### src/rtl/alu_rr_scheduler.sv
// ---------------------------------------------------------------------------
// alu_rr_scheduler
//   Shares a single N-bit ALU between two requesters. A round-robin pointer
//   picks the winner when both request at once. One operation is in flight at
//   a time: IDLE accepts it, EXEC computes it, and RESP presents the tagged
//   result until the consumer takes it.
//
// Ports
//   clk        rising-edge clock
//   reset      asynchronous active-low reset
//   req_valid  [1:0]  per-requester request strobe
//   req_ready  [1:0]  per-requester grant (one-hot or zero, IDLE only)
//   req0_op/a/b       requester 0 op_code and operands
//   req1_op/a/b       requester 1 op_code and operands
//   rsp_valid  result available
//   rsp_ready  consumer accepts the result
//   rsp_id     requester index that issued the result
//   rsp_data   [2N-1:0] result
//   rsp_err    result invalid (divide by zero / unsupported op)
//   busy       high whenever not IDLE
// ---------------------------------------------------------------------------
module alu_rr_scheduler #(
  parameter int N = 4
) (
  input  logic           clk,
  input  logic           reset,
  input  logic [1:0]     req_valid,
  output logic [1:0]     req_ready,
  input  logic [2:0]     req0_op,
  input  logic [N-1:0]   req0_a,
  input  logic [N-1:0]   req0_b,
  input  logic [2:0]     req1_op,
  input  logic [N-1:0]   req1_a,
  input  logic [N-1:0]   req1_b,
  output logic           rsp_valid,
  input  logic           rsp_ready,
  output logic           rsp_id,
  output logic [2*N-1:0] rsp_data,
  output logic           rsp_err,
  output logic           busy
);

  typedef enum logic [1:0] {
    IDLE = 2'd0,
    EXEC = 2'd1,
    RESP = 2'd2
  } state_t;

  state_t         state;
  logic           ptr;
  logic [1:0]     grant;
  logic           sel;

  logic [2:0]     op_p0;
  logic [N-1:0]   a_p0;
  logic [N-1:0]   b_p0;
  logic           id_p0;

  // Returns {err, data}. Operands are zero-extended to the result width so
  // SUB wraps modulo 2^(2N) and MUL keeps the full product.
  function automatic logic [2*N:0] alu_eval(input logic [2:0]   op,
                                            input logic [N-1:0] a,
                                            input logic [N-1:0] b);
    logic [2*N-1:0] ax;
    logic [2*N-1:0] bx;
    logic [2*N-1:0] res;
    logic           err;
    ax  = {{N{1'b0}}, a};
    bx  = {{N{1'b0}}, b};
    res = '0;
    err = 1'b0;
    case (op)
      3'b000: res = ax + bx;
      3'b001: res = ax - bx;
      3'b010: res = ax * bx;
      3'b011: begin
        if (b == '0) err = 1'b1;
        else         res = ax / bx;
      end
      3'b100: res = ax | bx;
      3'b101: res = ax & bx;
      default: err = 1'b1;
    endcase
    return {err, res};
  endfunction

  // Round-robin pick: the pointer only matters when both requesters contend.
  always_comb begin
    grant = 2'b00;
    if (req_valid == 2'b11) grant = ptr ? 2'b10 : 2'b01;
    else                    grant = req_valid;
  end

  // Grant is only offered in IDLE and is forced low while reset is asserted.
  assign req_ready = ((state == IDLE) && reset) ? grant : 2'b00;
  assign sel       = grant[1];

  // ---- stage p0: operand capture on handshake ----
  always_ff @(posedge clk) begin
    if (state == IDLE && req_ready != 2'b00) begin
      op_p0 <= sel ? req1_op : req0_op;
      a_p0  <= sel ? req1_a  : req0_a;
      b_p0  <= sel ? req1_b  : req0_b;
      id_p0 <= sel;
    end
  end

  // ---- control FSM, stage p1: result registers ----
  always_ff @(posedge clk or negedge reset) begin
    if (!reset) begin
      state     <= IDLE;
      ptr       <= 1'b0;
      rsp_valid <= 1'b0;
      rsp_id    <= 1'b0;
      rsp_data  <= '0;
      rsp_err   <= 1'b0;
      busy      <= 1'b0;
    end else begin
      case (state)
        IDLE: begin
          if (req_ready != 2'b00) begin
            ptr   <= ~sel;
            state <= EXEC;
            busy  <= 1'b1;
          end
        end
        EXEC: begin
          {rsp_err, rsp_data} <= alu_eval(op_p0, a_p0, b_p0);
          rsp_id    <= id_p0;
          rsp_valid <= 1'b1;
          state     <= RESP;
        end
        RESP: begin
          if (rsp_ready) begin
            rsp_valid <= 1'b0;
            busy      <= 1'b0;
            state     <= IDLE;
          end
        end
        default: begin
          rsp_valid <= 1'b0;
          busy      <= 1'b0;
          state     <= IDLE;
        end
      endcase
    end
  end

endmodule

### config.mk
export PLATFORM = sky130hd
export DESIGN_NAME = alu_rr_scheduler
export DESIGN_NICKNAME = d
export VERILOG_FILES = /design/src/rtl/alu_rr_scheduler.sv
export SDC_FILE = /design/constraint.sdc
export NUM_CORES = 1
export LEC_CHECK = 0
export ABC_AREA = 0
export CORE_ASPECT_RATIO = 0.5
export CORE_MARGIN = 5
export CORE_UTILIZATION = 50
export CTS_CLUSTER_DIAMETER = 150
export DETAILED_ROUTE_END_ITERATION = 8
export HOLD_SLACK_MARGIN = 0.05
export PLACE_DENSITY = 0.85
export SLEW_MARGIN = 20
export SYNTH_ARGS = -nofsm -noshare
export SYNTH_HDL_FRONTEND = slang
export SYNTH_SLANG_ARGS = --single-unit
### constraint.sdc
create_clock -name clk -period 9.3 [get_ports clk]
set_clock_uncertainty 0.15 [all_clocks]
set_input_delay 1.86 -clock clk [delete_from_list [all_inputs] [get_ports clk]]
set_output_delay 1.86 -clock clk [all_outputs]
set_load 0.01 [all_outputs]
==> impl_metrics.json <==
{
  "nets": 523,
  "pwr-share-comb_pct": 77.1,
  "worst_slew_pin_slew_ps": 771,
  "finalMaxSlewViolations": 0,
  "insertion_delay_ps": 270,
  "dieArea_mm2": 0.00844,
  "p_switching_mw": 0.648,
  "multi_input_area_mm2": 0.00246,
  "clock.fmax_mhz": 116,
  "holdWs_ps": 326,
  "maxCapViolations": 0,
  "hold_viol": 0,
  "cts_tree": "yes",
  "route.detailed.drc": 0,
  "yosys_warnings": 0,
  "clock-sinks": 27,
  "cp_num_buf_inv": 1,
  "synthTopCellsByArea": "ha_1 20%, dfrtp_1 11%, edfxtp_1 11%",
  "ys.flop_type": "dfrtp_1",
  "critPathMaxStageDelay_ps": 440,
  "hp-class": "flip-flop to flip-flop",
  "grt_max_degree": 18,
  "ant_nets": 0,
  "holdBufCountCts": 0,
  "min_period_over_period_pct": 92.7,
  "first_iter_violations": 229,
  "synth.most_common_cell": "nand2_1",
  "utilization_pct": 64.0,
  "pwr-share-clk_pct": 7.4,
  "die_h_um": 67.5,
  "routed_wl_um": 7960,
  "seq_area_frac_synth_pct": 22.3,
  "synth-edff-count": 12,
  "grt_pass1_wl_um": 13400,
  "ys_seq_elements": 27,
  "pin_count": 41,
  "register_area_um2": 736,
  "crit_type": "flip-flop to flip-flop",
  "rows": 20,
  "swShare_pct": 47.4,
  "ir_worst_vdd_uv": 164,
  "leakagePower_nw": 1.85,
  "final_layout_size_suffix_gt1_share_pct": 10.1,
  "synth_commonest_cells": "62 x nand2_1, 53 x ha_1, 30 x inv_1, 24 x a21oi_1, 24 x nor2_1",
  "antenna_found_initial": 0,
  "synth_area_mm2": 0.00331,
  "syn_inst": 386,
  "die-width_um": 125,
  "vias": 2994,
  "dp_hpwl_um": 6190,
  "required_ps": 9290,
  "grt_pass1_vias": 2937,
  "finalSetupViolCount": 0,
  "ys_async_sr_fraction_pct": 55.6,
  "io_buffers": 40,
  "dr.pass1.iters": 5,
  "slowest_stage": "edfxtp_1",
  "synthToLayoutAreaGrowth_pct": 20.7,
  "cpMostUsedCell": "ha_1",
  "slew_headroom_pct": 48.2,
  "yosysTopAreaCell": "ha_1",
  "grtUsageTotal_pct": 19.4,
  "fill_cells": 494,
  "cp_max_fo": 8,
  "cts_inserted_buffers": 3,
  "clockRootBuffer": "clkbuf_16",
  "viasPerCell": 5.71,
  "start_kind": "flip-flop",
  "power_density_mw_per_mm2": 342,
  "gp_congestion": 0.964,
  "ys_types": 65,
  "core_mm2": 0.00623,
  "syn_avg_cell_area_um2": 8.56,
  "cts_max_path_buffers": 2,
  "setup_tns_ps": 0,
  "clk_pin_slew_ps": 70,
  "worst_ep_arrival_time_ps": 8620,
  "period_needed_ps": 8620,
  "gr-total-overflow": 0,
  "synth_top_area_share_pct": 20.1,
  "p_int_mw": 0.718,
  "endpoint_kind": "flip-flop",
  "critical_path.top_delay_family": "compound AO/OA/AOI/OAI gates",
  "initial_core_util_pct": 53.1,
  "wire_per_inst_um": 15.2,
  "pwr-share-seq_pct": 15.5,
  "antennaDiodeCount": 0,
  "htreeDepth": 1,
  "status": "finished, final reports clean"
}
-- through the flow --
step	cells	setup WS, ps	total power [mW]	cell area [um2]
floorplan	389	1170	0.975	3320
global placement	511	661	1.19	3810
detailed placement	511	330	1.20	3810
CTS	515	291	1.32	3890
global route	524	-101	1.51	3990
finish	524	679	1.37	3990
-- worst paths after layout --
path                                           end  depth (start not counted)                     from  slack [ps]
min reg2reg                rsp_data[4]$_DFFE_PN0P_                          2  rsp_data[4]$_DFFE_PN0P_         330
min in group asynchronous    rsp_valid$_DFFE_PN0P_                          1                    reset        1850
max reg2reg                rsp_data[0]$_DFFE_PN0P_                         40        b_p0[0]$_DFFE_PP_         680
max                        rsp_data[0]$_DFFE_PN0P_                         40        b_p0[0]$_DFFE_PP_         680
min                        rsp_data[4]$_DFFE_PN0P_                          2  rsp_data[4]$_DFFE_PN0P_         330
max in group asynchronous  rsp_data[7]$_DFFE_PN0P_                          1                    reset        6720
-- cells in the final DEF, fill, tap and decap left out, types with 6 or more instances in the layout --
cell type | Yosys | layout
nor3_1 | 12 | 12
fa_1 | 6 | 6
edfxtp_1 | 12 | 12
inv_1 | 30 | 30
buf_4 | 0 | 12
nor2_1 | 24 | 24
o21a_1 | 10 | 10
a21o_1 | 7 | 7
ha_1 | 53 | 53
mux2_2 | 8 | 8
a21oi_1 | 24 | 24
nand2_1 | 62 | 62
o21ai_0 | 21 | 20
dfrtp_1 | 15 | 15
xnor2_1 | 10 | 10
nor2b_1 | 6 | 6
clkdlybuf4s50_1 | 0 | 40
-- final cells by class --
cell class | count | share of cell area [%]
tap | 88 | 2.76
timing repair buffer | 52 | 12.3
multi-input combinational | 323 | 61.6
sequential | 27 | 18.4
clock buffer | 3 | 1.88
inverter | 30 | 2.82
clock inverter | 1 | 0.220
-- worst min-delay path, delay by kind of cell, from the launching register on --
family	cells	cell delay (ps)
DFF	1	340
and+or+nand+nor	2	110
-- registers in the layout, summed over array words and instances, names as in the netlist --
name	count
busy	1
op_p0	3
ptr	1
rsp_valid	1
a_p0	4
b_p0	4
state	2
rsp_id	1
rsp_err	1
id_p0	1
rsp_data	8
-- kinds of logic (layout without fill, tap and decap cells) --
kind of cell | after synthesis | in the layout | share of synthesized area (%)
muxes | 16 | 16 | 5.72
xor gates and xnor gates | 13 | 13 | 3.44
other | 1 | 4 | 0.113
adders and majority gates | 59 | 59 | 23.7
buffers and inverters | 39 | 86 | 4.66
AOI/OAI and AO/OA | 100 | 100 | 20.8
and+or+nand+nor | 131 | 131 | 19.3
DFF | 27 | 27 | 22.3
-- layer usage --
layer	up-vias	wire length [um]	GRT usage [%]
met3	18	558	3.16
li1	1480	-	-
met2	115	3630	33.9
met4	0	219	7.70
met5	-	0	0
met1	1381	3550	24.6
-- power by group through the flow --
| stage | Clock, mW | Sequential (mW) | Combinational (mW) |
|---|---|---|---|
| 4_1_cts | 0.102 | 0.214 | 1.00 |
| 3_3_place_gp | 0 | 0.214 | 0.972 |
| 2_1_floorplan | 0 | 0.212 | 0.763 |
| 3_5_place_dp | 0 | 0.216 | 0.989 |
| 5_1_grt | 0.109 | 0.219 | 1.18 |
| 6_report | 0.101 | 0.212 | 1.05 |
-- what timing repair did --
action	CTS	global route
endpoints found under the setup margin	0	1
buffers inserted	0	9
resized for setup	0	6
No activity file was read; power rests on OpenSTA's default activity.
